--- src/rtl/gpio_byte_streamer.sv ---
// gpio_byte_streamer: snoops CPU stores on the data-memory bus, captures byte writes that land
// in the GPIO address window into a small FIFO, and drains each entry to off-chip pins over a
// 4-phase strobe/ack handshake. CPU stores never stall; hits on a full FIFO are dropped.
// Optional feature macro: GPIO_DROP_CNT_EN adds drop_clr/drop_cnt to count dropped hits.
module gpio_byte_streamer #(
    parameter logic [31:0] BASE_ADDR = 32'd153636,
    parameter int unsigned WIN_SIZE  = 256,
    parameter int unsigned DEPTH     = 8,
    parameter int unsigned OFF_W     = 8
) (
    input  logic                   clk,
    input  logic                   rst,
    input  logic                   we,
    input  logic [31:0]            addr,
    input  logic [31:0]            wd,
    input  logic                   gpio_ack,
`ifdef GPIO_DROP_CNT_EN
    input  logic                   drop_clr,
    output logic [15:0]            drop_cnt,
`endif
    output logic [7:0]             gpio_data,
    output logic [OFF_W-1:0]       gpio_off,
    output logic                   gpio_stb,
    output logic                   fifo_full,
    output logic                   fifo_empty,
    output logic [$clog2(DEPTH):0] level
);

    localparam int unsigned PTR_W = $clog2(DEPTH);
    localparam int unsigned LVL_W = PTR_W + 1;
    // One past the last window byte, computed in 33 bits so it cannot wrap.
    localparam logic [32:0] WIN_END = {1'b0, BASE_ADDR} + 33'(WIN_SIZE);

    typedef enum logic [1:0] {
        StIdle,
        StStrobe,
        StRelease
    } state_e;

    state_e           r_state;
    state_e           w_state_next;
    logic [7:0]       r_data_mem [DEPTH];
    logic [OFF_W-1:0] r_off_mem  [DEPTH];
    logic [PTR_W-1:0] r_wptr;
    logic [PTR_W-1:0] r_rptr;
    logic [LVL_W-1:0] r_level;
    logic [LVL_W-1:0] w_level_next;
    logic             r_ack_meta;
    logic             r_ack_s;
    logic [7:0]       r_gpio_data;
    logic [OFF_W-1:0] r_gpio_off;
    logic [31:0]      w_diff;
    logic             w_hit;
    logic             w_push;
    logic             w_pop;
    logic             w_full;
    logic             w_empty;
    logic             w_unused;

    assign w_diff  = addr - BASE_ADDR;
    assign w_hit   = we && (addr >= BASE_ADDR) && ({1'b0, addr} < WIN_END);
    // Full/empty come from the registered level only, so a hit on a full FIFO is dropped even
    // when a pop happens on the same edge.
    assign w_full  = (r_level == LVL_W'(DEPTH));
    assign w_empty = (r_level == '0);
    assign w_push  = w_hit && !w_full;
    assign w_pop   = (r_state == StIdle) && !w_empty;

    // Only the low data byte and low offset bits are captured.
    assign w_unused = ^{wd[31:8], w_diff[31:OFF_W]};

    // Next occupancy: +1 on push, -1 on pop, unchanged on both or neither.
    always_comb begin
        w_level_next = r_level;
        case ({w_push, w_pop})
            2'b10:   w_level_next = r_level + LVL_W'(1);
            2'b01:   w_level_next = r_level - LVL_W'(1);
            default: w_level_next = r_level;
        endcase
    end

    // FIFO pointers and occupancy.
    always_ff @(posedge clk or posedge rst) begin
        if (rst) begin
            r_wptr  <= '0;
            r_rptr  <= '0;
            r_level <= '0;
        end else begin
            if (w_push) r_wptr <= r_wptr + PTR_W'(1);
            if (w_pop)  r_rptr <= r_rptr + PTR_W'(1);
            r_level <= w_level_next;
        end
    end

    // FIFO storage; contents are don't-care while unoccupied, so no reset.
    always_ff @(posedge clk) begin
        if (w_push) begin
            r_data_mem[r_wptr] <= wd[7:0];
            r_off_mem[r_wptr]  <= w_diff[OFF_W-1:0];
        end
    end

    // Two-flop synchronizer for the asynchronous acknowledge.
    always_ff @(posedge clk or posedge rst) begin
        if (rst) begin
            r_ack_meta <= 1'b0;
            r_ack_s    <= 1'b0;
        end else begin
            r_ack_meta <= gpio_ack;
            r_ack_s    <= r_ack_meta;
        end
    end

    // Handshake FSM state register.
    always_ff @(posedge clk or posedge rst) begin
        if (rst) r_state <= StIdle;
        else     r_state <= w_state_next;
    end

    // Handshake FSM next state; IDLE never looks at ack, so a late ack cannot skip a byte.
    always_comb begin
        w_state_next = r_state;
        case (r_state)
            StIdle:    if (!w_empty) w_state_next = StStrobe;
            StStrobe:  if (r_ack_s)  w_state_next = StRelease;
            StRelease: if (!r_ack_s) w_state_next = StIdle;
            default:   w_state_next = StIdle;
        endcase
    end

    // Handshake FSM outputs; strobe follows the state so reset drops it immediately.
    always_comb begin
        gpio_stb = (r_state == StStrobe);
    end

    // Pin data/offset registers, loaded only on the IDLE->STROBE pop and held otherwise.
    always_ff @(posedge clk or posedge rst) begin
        if (rst) begin
            r_gpio_data <= '0;
            r_gpio_off  <= '0;
        end else if (w_pop) begin
            r_gpio_data <= r_data_mem[r_rptr];
            r_gpio_off  <= r_off_mem[r_rptr];
        end
    end

    assign gpio_data  = r_gpio_data;
    assign gpio_off   = r_gpio_off;
    assign fifo_full  = w_full;
    assign fifo_empty = w_empty;
    assign level      = r_level;

`ifdef GPIO_DROP_CNT_EN
    logic [15:0] r_drop_cnt;
    logic        w_drop;

    assign w_drop = w_hit && w_full;

    // Saturating count of hits dropped on a full FIFO; clear wins over increment.
    always_ff @(posedge clk or posedge rst) begin
        if (rst) begin
            r_drop_cnt <= '0;
        end else if (drop_clr) begin
            r_drop_cnt <= '0;
        end else if (w_drop && (r_drop_cnt != 16'hFFFF)) begin
            r_drop_cnt <= r_drop_cnt + 16'd1;
        end
    end

    assign drop_cnt = r_drop_cnt;
`endif

endmodule

--- config.mk ---
export PLATFORM = sky130hd
export DESIGN_NAME = gpio_byte_streamer
export DESIGN_NICKNAME = d
export VERILOG_FILES = /design/src/rtl/gpio_byte_streamer.sv
export SDC_FILE = /design/constraint.sdc
export NUM_CORES = 1
export LEC_CHECK = 0
export ABC_AREA = 1
export BUFFER_PORTS_ARGS = -buffer_cell sky130_fd_sc_hd__buf_2
export CORE_ASPECT_RATIO = 1.4
export CORE_UTILIZATION = 60
export DETAILED_ROUTE_END_ITERATION = 6
export HOLD_SLACK_MARGIN = 0.06
export PLACE_DENSITY_LB_ADDON = 0.2
export SLEW_MARGIN = 20
export SYNTH_ARGS = -nofsm -noshare
export SYNTH_HDL_FRONTEND = slang
export SYNTH_SLANG_ARGS = --single-unit
--- constraint.sdc ---
create_clock -name clk -period 5.2 [get_ports clk]
set_input_delay 0.26 -clock clk [delete_from_list [all_inputs] [get_ports clk]]
set_output_delay 0.26 -clock clk [all_outputs]
set_load 0.01 [all_outputs]
==> flow_results.org, run 1 <==
** Timing
- Final Hold Violating Endpoints :: 0
- Slew Limit Fails :: 0
- Dividing the final minimum period by the clock period gives 48.61%.
- Remaining max-slew budget at the tightest pin :: 28.40%
- Setup TNS Final :: 0 ns
- Highest clock frequency the design can meet :: 395.6 MHz
- Setup violations remaining at the end of the flow were counted as 0.
- Setup repair after global routing left no endpoint under its margin.
- Final clock skew :: 0.005196 ns
- Post-layout min period :: 2.528 ns
- For the pin with the worst max-slew slack, the measured transition is 1.072 ns.
- Final Hold Slack :: 0.1114 ns

** Synthesis
- The synthesized netlist devotes 1.305% of its cell area to adder and majority cells.
- Sequential cell area fraction in the yosys report :: 68.43%
- Total of warnings raised by yosys :: 0
- Summing the areas of all xor and xnor instances in the mapped netlist gives 1.305% of the synthesized area.
- After synthesis the cells add up to 6714 um2.
- Proportion of netlist area held by the largest area contributor :: 57.25%
- After synthesis, the cell types taking the most area are edfxtp_1, dfrtp_1, nor2_1.
- Synthesized-area fraction occupied by and/or/nand/nor cells :: 15.49%
- Multiplexer share of the synthesized area :: 0%
- Most common flop cell mapped by yosys :: edfxtp_1
- In this run the mean area of a mapped cell was 11.62 um2.
- Most frequent cells after synthesis :: nor2_1, edfxtp_1, nand2_1
- In this run, synthesis inferred 128 flip-flops with an integrated enable.
- Share of the synthesized area in compound gates (AO/OA/AOI/OAI) :: 9.355%
- When the netlist entered floorplanning its net count stood at 653.
- Synth async-reset ratio :: 18.99%
- Synthesis handed over a netlist of 578 instances.
- Dominant combinational cell family by area after synthesis :: simple AND/OR/NAND/NOR gates
- The synthesized design spends more area on one cell type than any other, namely edfxtp_1.
- nor2_1 is the most common cell in the netlist.
- The synthesized design contains 158 register bits.
- The synthesized netlist contains 32 unique library cells.

** Power
- Of the total power, the share spent switching nets is 34.96%.
- Net switching power :: 1.410 mW
- Worst ir drop on vdd :: 0.0002618 V
- Combinational cell fraction of total power :: 30.7%
- Leak pwr :: 3.010 nW
- Flop pwr share :: 39.8%
- Power density relative to cell area :: 522.2 nW/um2
- Clock power frac :: 29.5%
- The internal power of the cells totals 2.622 mW.

** Global routing
- The number of global-route vias before repair came to 4,382.
- GRT Overall Usage :: 24.84%
- Maximum number of pins on one net before global-route repair :: 68
- The initial antenna violation count is 0.
- Global-route wire length before repair :: 21.59 mm
- Global route total overflow :: 0

** Place
- Number of I/O port buffers :: 66
- Routability-driven placement finished with a final weighted congestion of 0.7286.
- After detailed placement, the total cell area comes to 7129 um2.
- Post-DP HPWL :: 7.583 mm

** Setup path
- Largest incremental delay on the critical path :: 0.61 ns
- Maximum fanout along the worst path :: 23
- RR Startpoint :: level[0]$_DFFE_PP0P_
- For the worst setup path, the data arrival time is 2.86 ns.
- The worst register-to-register path has a depth of 10.
- The critical path goes through inv_2, nand2_2, nor3_2, nor2_4, ha_1, xor2_1, ha_1, a21oi_1, xor2_1, o21ai_0.
- Category of the worst setup path launch point :: flop
- Among cell families on the critical path, the largest total delay comes from simple AND/OR/NAND/NOR gates.
- The critical path is of the flop to flop type.
- Worst reg2reg setup slack :: 2.67 ns
- Count of cell instances traversed by the critical path :: 10
- The worst setup path is captured at a flop.
- The endpoint identified for the worst register-to-register timing path is level[2]$_DFFE_PP0P_.
- CP Launch Point :: level[0]$_DFFE_PP0P_
- Following the worst setup path forward leads to its endpoint at level[2]$_DFFE_PP0P_.
- WP data required :: 5.53 ns
- Count of buffering cells on the critical path with inverters included :: 1
- Max stage delay cell, worst path :: nor2_4

** Final layout
- Relative to the synthesized area, the layout overhead comes to 15.02%.
- After filler insertion, the fill cell instance count of the layout stands at 762.
- The final layout contains 725 nets.
- In the final layout, the share of cells above drive strength 1 is 20.21%.
- The finished cells cover 7722 um2.
- Ant diodes :: 0

** Job
- The tool flagged a number of max-cap violations equal to 0.

** Drt
- Violation count after the first detailed-route iteration :: 370
- Dividing the detail-routed via count by the number of cells gives 5.537.
- Detailed-routing iteration count for the pre-antenna-repair pass :: 5
- For this block, the via count after detailed routing is 4,452.
- Drt total wl :: 13.43 mm
- Remaining routing DRC violations :: 0
- Average wire length per cell after detail routing :: 16.71 um
- Residual antenna-violating net count after detailed routing :: 0

** Floorplanning
- Std-Cell Core Area :: 10,870 um2
- The floorplan step defined a die boundary enclosing 11,620 um2.
- Number of standard-cell rows in the floorplan :: 45
- Floorplan die height :: 127.2 um
- The initial utilization of the core area, before any placement, comes to 61.78%.
- During I/O placement, the number of pins put on the boundary was 91.
- Die Wd :: 91.40 um

** Status
- The flow ran to the end, and the final reports show no timing, DRC or antenna violations.

** Clock tree
- Clk pin slew, worst setup/hold paths :: 0.06 ns
- Once the clock tree was built, the resizer swapped 0 gates to a different size.
- The H-tree was split into 4 levels.
- Hold-fix buffers, CTS :: 2
- Post-CTS Repair Setup Buffers :: 0
- Deepest clock path buffer count :: 2
- The clock net in this run drives a total of 158 sinks.
- Cell chosen for the clock root :: clkbuf_16
- CTS tree :: built
- Clock insertion delay at the later pin of the skew report :: 0.41 ns
- TritonCTS created 17 clock buffers.

** Min path
- Hold/Removal Path Class :: input pin to flop
==> registers in the layout, summed over array words and instances, names as in the netlist <==
name,cells
r_data_mem,64
level,4
r_off_mem,64
r_ack_s,1
r_wptr,3
gpio_data,8
r_rptr,3
r_ack_meta,1
r_state,2
gpio_off,8
==> cell usage in the layout, fill, tap and decap left out, types with 2 or more instances in the layout <==
cell type and n:
xnor2_1 2, clkbuf_1 2, inv_6 2, nand4_4 2, nor2_1 140, inv_2 7
nand3_1 6, o21ai_1 44, dlygate4sd3_1 2, nand2_2 3, xor2_1 8, ha_1 7
o211ai_1 26, nand4_1 4, clkinv_2 2, edfxtp_1 128, nand2_1 85, a21oi_1 3
buf_4 11, o21ai_0 23, nand3_2 2, dfrtp_1 28, clkbuf_16 17, o211ai_2 6
clkinvlp_4 5, inv_1 18, nor2_2 2, dfrtp_2 2, bufinv_16 2, buf_2 66
==> worst min path at each step <==
stage	start	to	slack [ns]	cells past startpoint
2_1_floorplan	gpio_ack	r_ack_meta$_DFF_PP0_	0.29	0
3_3_place_gp	r_ack_meta$_DFF_PP0_	r_ack_s$_DFF_PP0_	0.33	0
3_5_place_dp	r_ack_meta$_DFF_PP0_	r_ack_s$_DFF_PP0_	0.34	0
4_1_cts	wd[2]	r_data_mem[0][2]$_DFFE_PP_	0.10	1
5_1_grt	wd[2]	r_data_mem[0][2]$_DFFE_PP_	0.12	1
6_report	wd[7]	r_data_mem[7][7]$_DFFE_PP_	0.11	1
==> power groups by stage <==
stage	clock, mW	sequential (mW)	combinational (mW)
after floorplan	0	1.61	0.979
after global placement	0	1.62	1.19
after detailed placement	0	1.63	1.23
after CTS	1.20	1.60	1.25
after global routing	1.25	1.62	1.40
final	1.19	1.60	1.24
==> per-stage QoR <==
| step | std cells | power (mW) | worst slack, ns | util [%] |
|---|---|---|---|---|
| 3_5_place_dp | 770 | 2.863 | 2.543 | 65.61 |
| 3_3_place_gp | 770 | 2.817 | 2.631 | 65.61 |
| 6_report | 804 | 4.032 | 2.672 | 71.07 |
| 4_1_cts | 804 | 4.056 | 2.684 | 71.07 |
| 2_1_floorplan | 578 | 2.590 | 2.945 | - |
| 5_1_grt | 804 | 4.274 | 2.485 | 71.07 |
==> area by class of cell <==
cell class	count	area (um2)	share of cell area [%]
clock buffer	19	432.9	5.606
timing repair buffer	79	432.9	5.606
tap	141	176.4	2.285
inverter	26	100.1	1.296
clock inverter	13	140.1	1.815
sequential	158	4597	59.53
multi-input combinational	368	1843	23.87
==> cells by family (layout without fill, tap and decap cells) <==
group | after synthesis | count (layout)
compound gates | 103 | 103
xor+xnor | 10 | 10
fa+ha+maj | 7 | 7
buf+inv | 52 | 137
flops | 158 | 158
simple gates | 248 | 248
==> routing by layer <==
| metal | part of all wire, % | global-route usage, % | wire, um |
|---|---|---|---|
| met2 | 52 | 43.70 | 7018 |
| met4 | 1.9 | 9.711 | 252 |
| met1 | 39 | 30.04 | 5268 |
| met5 | 0 | 0 | 0 |
| met3 | 6.6 | 5.060 | 890 |
(Power assumes the default switching activity.)
==> run 2: changes to the inputs <==
Settings changed: ABC_AREA 1 to 0, CORE_UTILIZATION 60 to 57.
Clock period 5.2 ns to 2.41 ns, I/O delays scaled along.
==> flow_results.org, run 2 <==
** Floorplanning
- Initial cell density of the core :: 58.12% (-3.7 points)
- The die boundary width was 90.74 um (-0.73%).
- Floorplan die height :: 126.2 um (-0.74%)
- The site row count was 45 (unchanged).
- Top-level I/O count :: 91 (unchanged)
- The die area is 11,450 um2 (-1.5%).
- The area of the core came to 10,810 um2 (-0.52%).

** Synthesis
- Most frequent cells after synthesis :: edfxtp_1, mux4_2, dfrtp_1
- edfxtp_1 is the most common cell in the netlist.
- Area of the mapped netlist :: 6284 um2 (-6.4%)
- Most common flop cell mapped by yosys :: edfxtp_1
- Synthesized flop and latch total :: 158 (unchanged)
- The number of library cell types mapped by synthesis is 37 (+16%).
- Gate count after technology mapping :: 331 (-43%)
- The mean cell area of the mapped netlist came to 18.98 um2 (+63%).
- The post-synth net total is 406 (-38%).
- Ranked by total cell area, the synthesized netlist is headed by edfxtp_1, dfrtp_1, mux4_2.
- Proportion of netlist area held by the largest area contributor :: 61.17% (+3.9 points)
- The portion of the post-synthesis area used by sequential elements came to 73.12% (+4.7 points).
- Count of flip-flops with a built-in enable after synthesis :: 128 (unchanged)
- Dominant cell type by area after synthesis :: edfxtp_1
- Synth async-reset ratio :: 18.99% (unchanged)
- The number of synthesis warnings is 0 (unchanged).

** Clock tree
- CTS placed an instance of clkbuf_16 at the clock tree root.
- TritonCTS built the clock tree.
- Clk pin slew, worst setup/hold paths :: 0.06 ns (about the same)
- TritonCTS buffer count :: 17 (unchanged)
- Deepest clock path buffer count :: 2 (unchanged)
- CTS HTree Levels :: 4 (unchanged)
- The number of sinks on the clock net is 158 (unchanged).
- Clock insertion delay at the later pin of the skew report :: 0.41 ns (about the same)

** Power
- The leakage power summed over all cells came to 2.975 nW (-1.2%).
- The power density normalized to cell area came to 1065 nW/um2 (+100%).
- Worst ir drop on vdd :: 0.0007029 V (+170%)

** Timing
- The relative max-transition margin is 58.74% (+30 points).
- Share of the clock period used by the worst path after layout :: 95.69%
- The hold violation total from the final report is 0 (unchanged).
- Final setup violating endpoints :: 0 (unchanged)
- The number of pins exceeding their max-slew limit in the final report was 0 (unchanged).
- Post-layout min period :: 2.306 ns
- Highest clock frequency the design can meet :: 433.6 MHz
- Final clock skew :: 0.007262 ns (+0.002066 ns)
- The transition time at the pin with the least slew margin was 0.6168 ns (-0.4556 ns).
- The final setup TNS was 0 ns (unchanged).

** Setup path
- Maximum fanout along the worst path :: 9 (-61%)
- The critical path data required time was 2.71 ns (-2.82 ns).
- The peak per-stage delay on the critical path was 0.55 ns (-0.06 ns).
- Category of the worst setup path launch point :: input pin
- Critical Path AT :: 2.60 ns (-0.26 ns)
- Crit path capture type :: flop
- For this design, the slowest cell found on the critical path is dlygate4sd3_1.
- Counting stages on the worst path, the most repeated cell is xor2_1.
- Kind of cell with the highest combined delay on the critical path :: buffers and inverters
- Walking the worst path, the cells encountered are dlygate4sd3_1, buf_2, nor4b_2, a211o_1, and3_4, inv_4, ha_4, xor2_1, ha_1, a21oi_2, xor2_1, nor2_1, xor2_1.
- Count of buffering cells on the critical path with inverters included :: 3 (+2)
- The critical path is of the input pin to flop type.

** Drt
- Average wire length per cell after detail routing :: 20.27 um (+21%)
- Residual antenna-violating net count after detailed routing :: 0 (unchanged)
- Remaining routing DRC violations :: 0 (unchanged)
- Detailed-routing iteration count for the pre-antenna-repair pass :: 4 (-1)
- The number of vias in the routed layout came to 3,402 (-24%).
- The violation count after the first detailed-routing iteration came to 195 (-47%).
- Via count normalized by instance count :: 5.632 (+1.7%)
- The wire length reported by the detailed router is 12.24 mm (-8.9%).

** Min path
- The path class of the tightest hold or removal check is input pin to flop.

** Final layout
- Ant diodes :: 0 (unchanged)
- The largest registers in the layout are r_data_mem: 64 flops, r_off_mem: 64 flops.
- Compared with the post-synthesis result, the final layout area differs by 25.91%.
- The net total in the final layout is 525 (-28%).
- The utilization of the core after routing was 73.18% (+2.1 points).
- Leaving out fill and tap cells, the most frequent cell in the layout is edfxtp_1.
- The fraction of final layout cells with drive strength greater than 1 is 40.60% (+20 points).
- Leading cell types in the layout, fill and taps excluded :: edfxtp_1, buf_2, mux4_2

** Global routing
- Vias in the first global route :: 3,606 (-18%)
- The leftover overflow at the end of global routing was 0 (unchanged).
- The initial antenna violation count was 0 (unchanged).
- Global-route wire length before repair :: 19.49 mm (-9.7%)
- GRT Overall Usage :: 23.82% (-1.0 points)
- The pin count of the biggest net entering global routing was 36 (-47%).

** Job
- Max Cap Viol :: 0 (unchanged)

** Place
- Post-DP HPWL :: 7.434 mm (-2.0%)
- The routability congestion estimate from global placement is 0.7355 (+0.95%).
- Number of I/O port buffers :: 66 (unchanged)

** Status
- The flow ran to the end, and the final reports show no timing, DRC or antenna violations.
[run 2: changes by cell type after synthesis, moves of 6 or more]
cell / delta
nor2_1: -138
nand2_1: -61
o21ai_1: -44
mux4_2: +32
o211ai_1: -26
mux2i_1: +16
inv_1: -11
buf_6: -7
inv_2: -7
nand3_1: -6
o211ai_2: -6
[run 2: final cells by class]
type | count | area [um2]
clock inverter | 15 | 172.7
clock buffer | 17 | 425.4
inverter | 7 | 32.53
fill | 706 | 2899
tap | 141 | 176.4
sequential | 158 | 4597
timing repair buffer | 116 | 848.3
multi-input combinational | 150 | 1659
[run 2: worst min-delay path, delay by kind of cell]
family / cells / cell delay, ns
simple gates: 2 / 0.20
buf+inv: 1 / 0.11
xor+xnor: 1 / 0.06
[run 2: worst paths after layout]
path,from,to,slack (ns),cells after the start
max,addr[0],level[2]$_DFFE_PP0P_,0.10,13
min,addr[8],r_wptr[2]$_DFFE_PP0P_,0.11,4
max reg2reg,level[3]$_DFFE_PP0P_,level[2]$_DFFE_PP0P_,0.12,12
min reg2reg,r_ack_meta$_DFF_PP0_,r_ack_s$_DFF_PP0_,0.40,0
max in group asynchronous,rst,r_rptr[0]$_DFFE_PP0P_,1.54,4
min in group asynchronous,rst,gpio_off[7]$_DFFE_PP0P_,0.27,3
[run 2: timing repair]
action	CTS	global route
pin swaps	1	2
endpoints found under the setup margin	1	2
gates resized for setup	3	8
hold buffers	12	0
setup buffers	2	1
endpoints found under the hold margin	91	0
[run 2: per-stage QoR]
stage | instance area [um2] | setup slack [ns] | hold WS, ns | power, mW | instances
global placement | 7137 | -0.1663 | 0.1787 | 5.620 | 557
CTS | 7875 | 0.02438 | 0.1047 | 8.452 | 603
floorplan | 6332 | -0.1181 | 0.1519 | 5.017 | 331
finish | 7911 | 0.1039 | 0.1137 | 8.426 | 604
global route | 7911 | -0.02175 | 0.1403 | 8.812 | 604
detailed placement | 7137 | -0.2696 | 0.1825 | 5.700 | 557
[run 2: report_power, final]
| group | switching, mW | internal (mW) | total [mW] |
|---|---|---|---|
| sequential | 0.178 | 3.19 | 3.37 |
| clock | 1.11 | 1.56 | 2.67 |
| combinational | 1.19 | 1.19 | 2.39 |
[run 2: cells by family after synthesis]
family | synth area share [%]
compound gates | 2.151
mux | 14.38
flops | 73.12
fa+ha+maj | 1.394
buf+inv | 1.673
xor+xnor | 1.812
simple gates | 5.476
[run 2: metal layers]
layer	vias up	track usage, %	part of all wire [%]
met4	0	7.875	1.1
li1	1556	-	-
met3	10	6.341	5.5
met2	104	39.39	53
met5	-	0	0
met1	1732	30.89	40
==> run 3: changes to the inputs <==
Settings changed: CORE_MARGIN set to 2.
==> flow_results.org, run 3 (synthesized netlist as in run 2, its figures left out) <==
** Status
- The run finished with clean final reports.

** Drt
- Violation count after the first detailed-route iteration :: 179 (-8.2%)
- The number of vias in the routed layout is 3,388 (-0.41%).
- Via count normalized by instance count :: 5.600 (-0.58%)
- Drt total wl :: 12.01 mm (-1.9%)
- Residual antenna-violating net count after detailed routing :: 0 (unchanged)
- The number of iterations in the first detailed-routing pass is 5 (+1).
- Average wire length per cell after detail routing :: 19.86 um (-2.0%)
- The number of remaining DRC errors is 0 (unchanged).

** Setup path
- Crit path capture type :: flop
- Category of the worst setup path launch point :: flop
- The worst-path maximum fanout came to 5 (-4).
- The critical path data required time came to 2.75 ns (+0.04 ns).
- The worst setup path is of the flop to flop kind.
- The data arrival time at the worst-slack endpoint is 2.61 ns (about the same).

** Place
- Gpl congestion :: 0.7915 (+7.6%)
- Placed cell count :: 559 (+0.36%)
- The estimated wirelength of the detail-placed design came to 7.599 mm (+2.2%).
- The placed cell area was 7139 um2 (about the same).
- Number of I/O port buffers :: 66 (unchanged)

** Final layout
- The count of non-filler cells in the finished layout is 605 (+0.17%).
- The final design area excluding fillers was 7901 um2 (-0.13%).
- Relative to the synthesized area, the layout overhead comes to 25.75%.
- Ant diodes :: 0 (unchanged)
- Share of final-layout standard cells stronger than drive strength 1 :: 40.30% (-0.30 points)
- Final net count :: 526 (+0.19%)
- Leaving out fill and tap cells, the most frequent cell in the layout is edfxtp_1.
- Leading cell types in the layout, fill and taps excluded :: edfxtp_1, buf_2, mux4_2
- Fraction of the core area covered by cells at the end of the flow :: 73.09% (-0.093 points)
- The largest registers in the layout are r_data_mem: 64 flops, r_off_mem: 64 flops.

** Clock tree
- Cell chosen for the clock root :: clkbuf_16
- The number of sinks on the clock net was 158 (unchanged).
- The insertion delay to the later sink of the worst-skew pair came to 0.42 ns (about the same).
- Clk pin slew, worst setup/hold paths :: 0.06 ns (about the same)
- CTS HTree Levels :: 4 (unchanged)
- TritonCTS built the clock tree.
- TritonCTS buffer count :: 17 (unchanged)
- The number of buffers on the longest clock path came to 2 (unchanged).

** Global routing
- The combined global-route utilization of all metal layers is 22.40% (-1.4 points).
- The number of global-route vias before repair came to 3,612 (+0.17%).
- Global-route wire length before repair :: 19.11 mm (-2.0%)
- Global route total overflow :: 0 (unchanged)
- The initial antenna violation count came to 0 (unchanged).
- Maximum number of pins on one net before global-route repair :: 36 (unchanged)

** Timing
- Final clock skew :: 0.008568 ns (+0.001306 ns)
- The relative max-transition margin came to 41.32% (-17 points).
- The hold violation total from the final report came to 0 (unchanged).
- The highest achievable clock rate was 440.8 MHz (+1.7%).
- Unrepaired setup endpoints after global routing :: false
- The transition time at the pin with the least slew margin was 0.8793 ns (+0.2625 ns).
- Post-layout min period :: 2.269 ns (-0.03750 ns)
- Share of the clock period used by the worst path after layout :: 94.13% (-1.6 points)
- Slew Limit Fails :: 0 (unchanged)
- Final setup violating endpoints :: 0 (unchanged)

** Floorplanning
- Die Outline Area :: 11,890 um2 (+3.8%)
- The die boundary width was 92.74 um (+2.2%).
- Top-level I/O count :: 91 (unchanged)
- The die height is 128.2 um (+1.6%).
- Std-Cell Core Area :: 10,810 um2 (unchanged)
- The site row count is 45 (unchanged).
- The starting density of the core came to 58.12% (unchanged).

** Power
- The proportion of power drawn by flip-flops and latches came to 41.0% (+1.0 points).
- Worst ir drop on vdd :: 0.0007647 V (+8.8%)
- Combinational cell fraction of total power :: 27.6% (-0.7 points)
- Design internal power :: 5.909 mW (-0.64%)
- The leakage power summed over all cells is 2.960 nW (-0.51%).
- The switching part of the total power came to 28.52% (-0.90 points).
- Clock power frac :: 31.5% (-0.2 points)
- Power density relative to cell area :: 1046 nW/um2 (-1.8%)
- Net switching power :: 2.357 mW (-4.9%)

** Job
- The max-capacitance violation count was 0 (unchanged).

** Min path
- Hold/Removal Path Class :: input pin to flop
-- run 3: cell count changes in the layout (fill, tap and decap cells not counted), sizes merged --
cell / previous run / this run
inv: 14 / 8
clkbuf: 17 / 20
clkinvlp: 2 / 4
buf: 104 / 105
clkinv: 4 / 5
-- run 3: layout make-up --
type	instances	area [um2]
Multi-Input combinational cell	150	1665
Clock buffer	20	446.7
Sequential cell	158	4598
Inverter	7	32.53
Tap cell	141	176.4
Fill cell	693	2909
Timing Repair Buffer	117	843.3
Clock inverter	12	138.9
-- run 3: metal layers --
metal	vias up	GRT usage [%]	part of all wire, %
li1	1555	-	-
met1	1740	27.18	41
met2	73	39.33	54
met3	20	5.056	2.8
met4	0	8.478	1.7
met5	-	0	0
-- run 3: critical path: stages (launching register included) --
cell and delay [ns]:
dfrtp_2 0.43, nor4b_4 0.29, nor3_1 0.07, buf_4 0.15, and3_4 0.16, inv_4 0.06, ha_4 0.15, or3b_4 0.37
o21ai_1 0.09, nand3b_1 0.11, a21oi_2 0.15, xor2_1 0.15
-- run 3: path summary, 6_finish.rpt --
path / start / end / slack [ns] / cells past startpoint
worst min register to register: r_ack_meta$_DFF_PP0_ / r_ack_s$_DFF_PP0_ / 0.36 / 0
worst min-delay path: addr[8] / r_wptr[2]$_DFFE_PP0P_ / 0.09 / 4
worst max-delay path: level[1]$_DFFE_PP0P_ / level[3]$_DFFE_PP0P_ / 0.14 / 11
max in group asynchronous: rst / level[1]$_DFFE_PP0P_ / 1.28 / 4
worst max register to register: level[1]$_DFFE_PP0P_ / level[3]$_DFFE_PP0P_ / 0.14 / 11
min in group asynchronous: rst / gpio_data[4]$_DFFE_PP0P_ / 0.43 / 3
-- run 3: power groups by stage --
stage / logic (mW) / registers [mW] / clock network [mW]
after floorplan: 1.56 / 3.46 / 0
after global placement: 2.16 / 3.43 / 0
after detailed placement: 2.22 / 3.44 / 0
after CTS: 2.27 / 3.39 / 2.64
after global routing: 2.54 / 3.42 / 2.75
final: 2.28 / 3.39 / 2.60
-- run 3: metrics by stage --
step	worst slack, ns	hold slack (ns)	setup TNS [ns]	power [mW]
2_1_floorplan	-0.1181	0.1519	-0.1363	5.017
3_3_place_gp	-0.1672	0.2392	-0.2154	5.583
3_5_place_dp	-0.2605	0.2322	-0.4604	5.659
4_1_cts	0.004164	0.06867	0	8.297
5_1_grt	0.03699	0.1146	0	8.706
6_report	0.1414	0.08719	0	8.266
-- run 3: what timing repair did --
item,4_1_cts,5_1_grt
buffers inserted,0,2
endpoints found under the hold margin,101,0
pin swaps,0,5
gates resized for setup,3,9
hold buffers,12,0
setup endpoints to repair,1,2
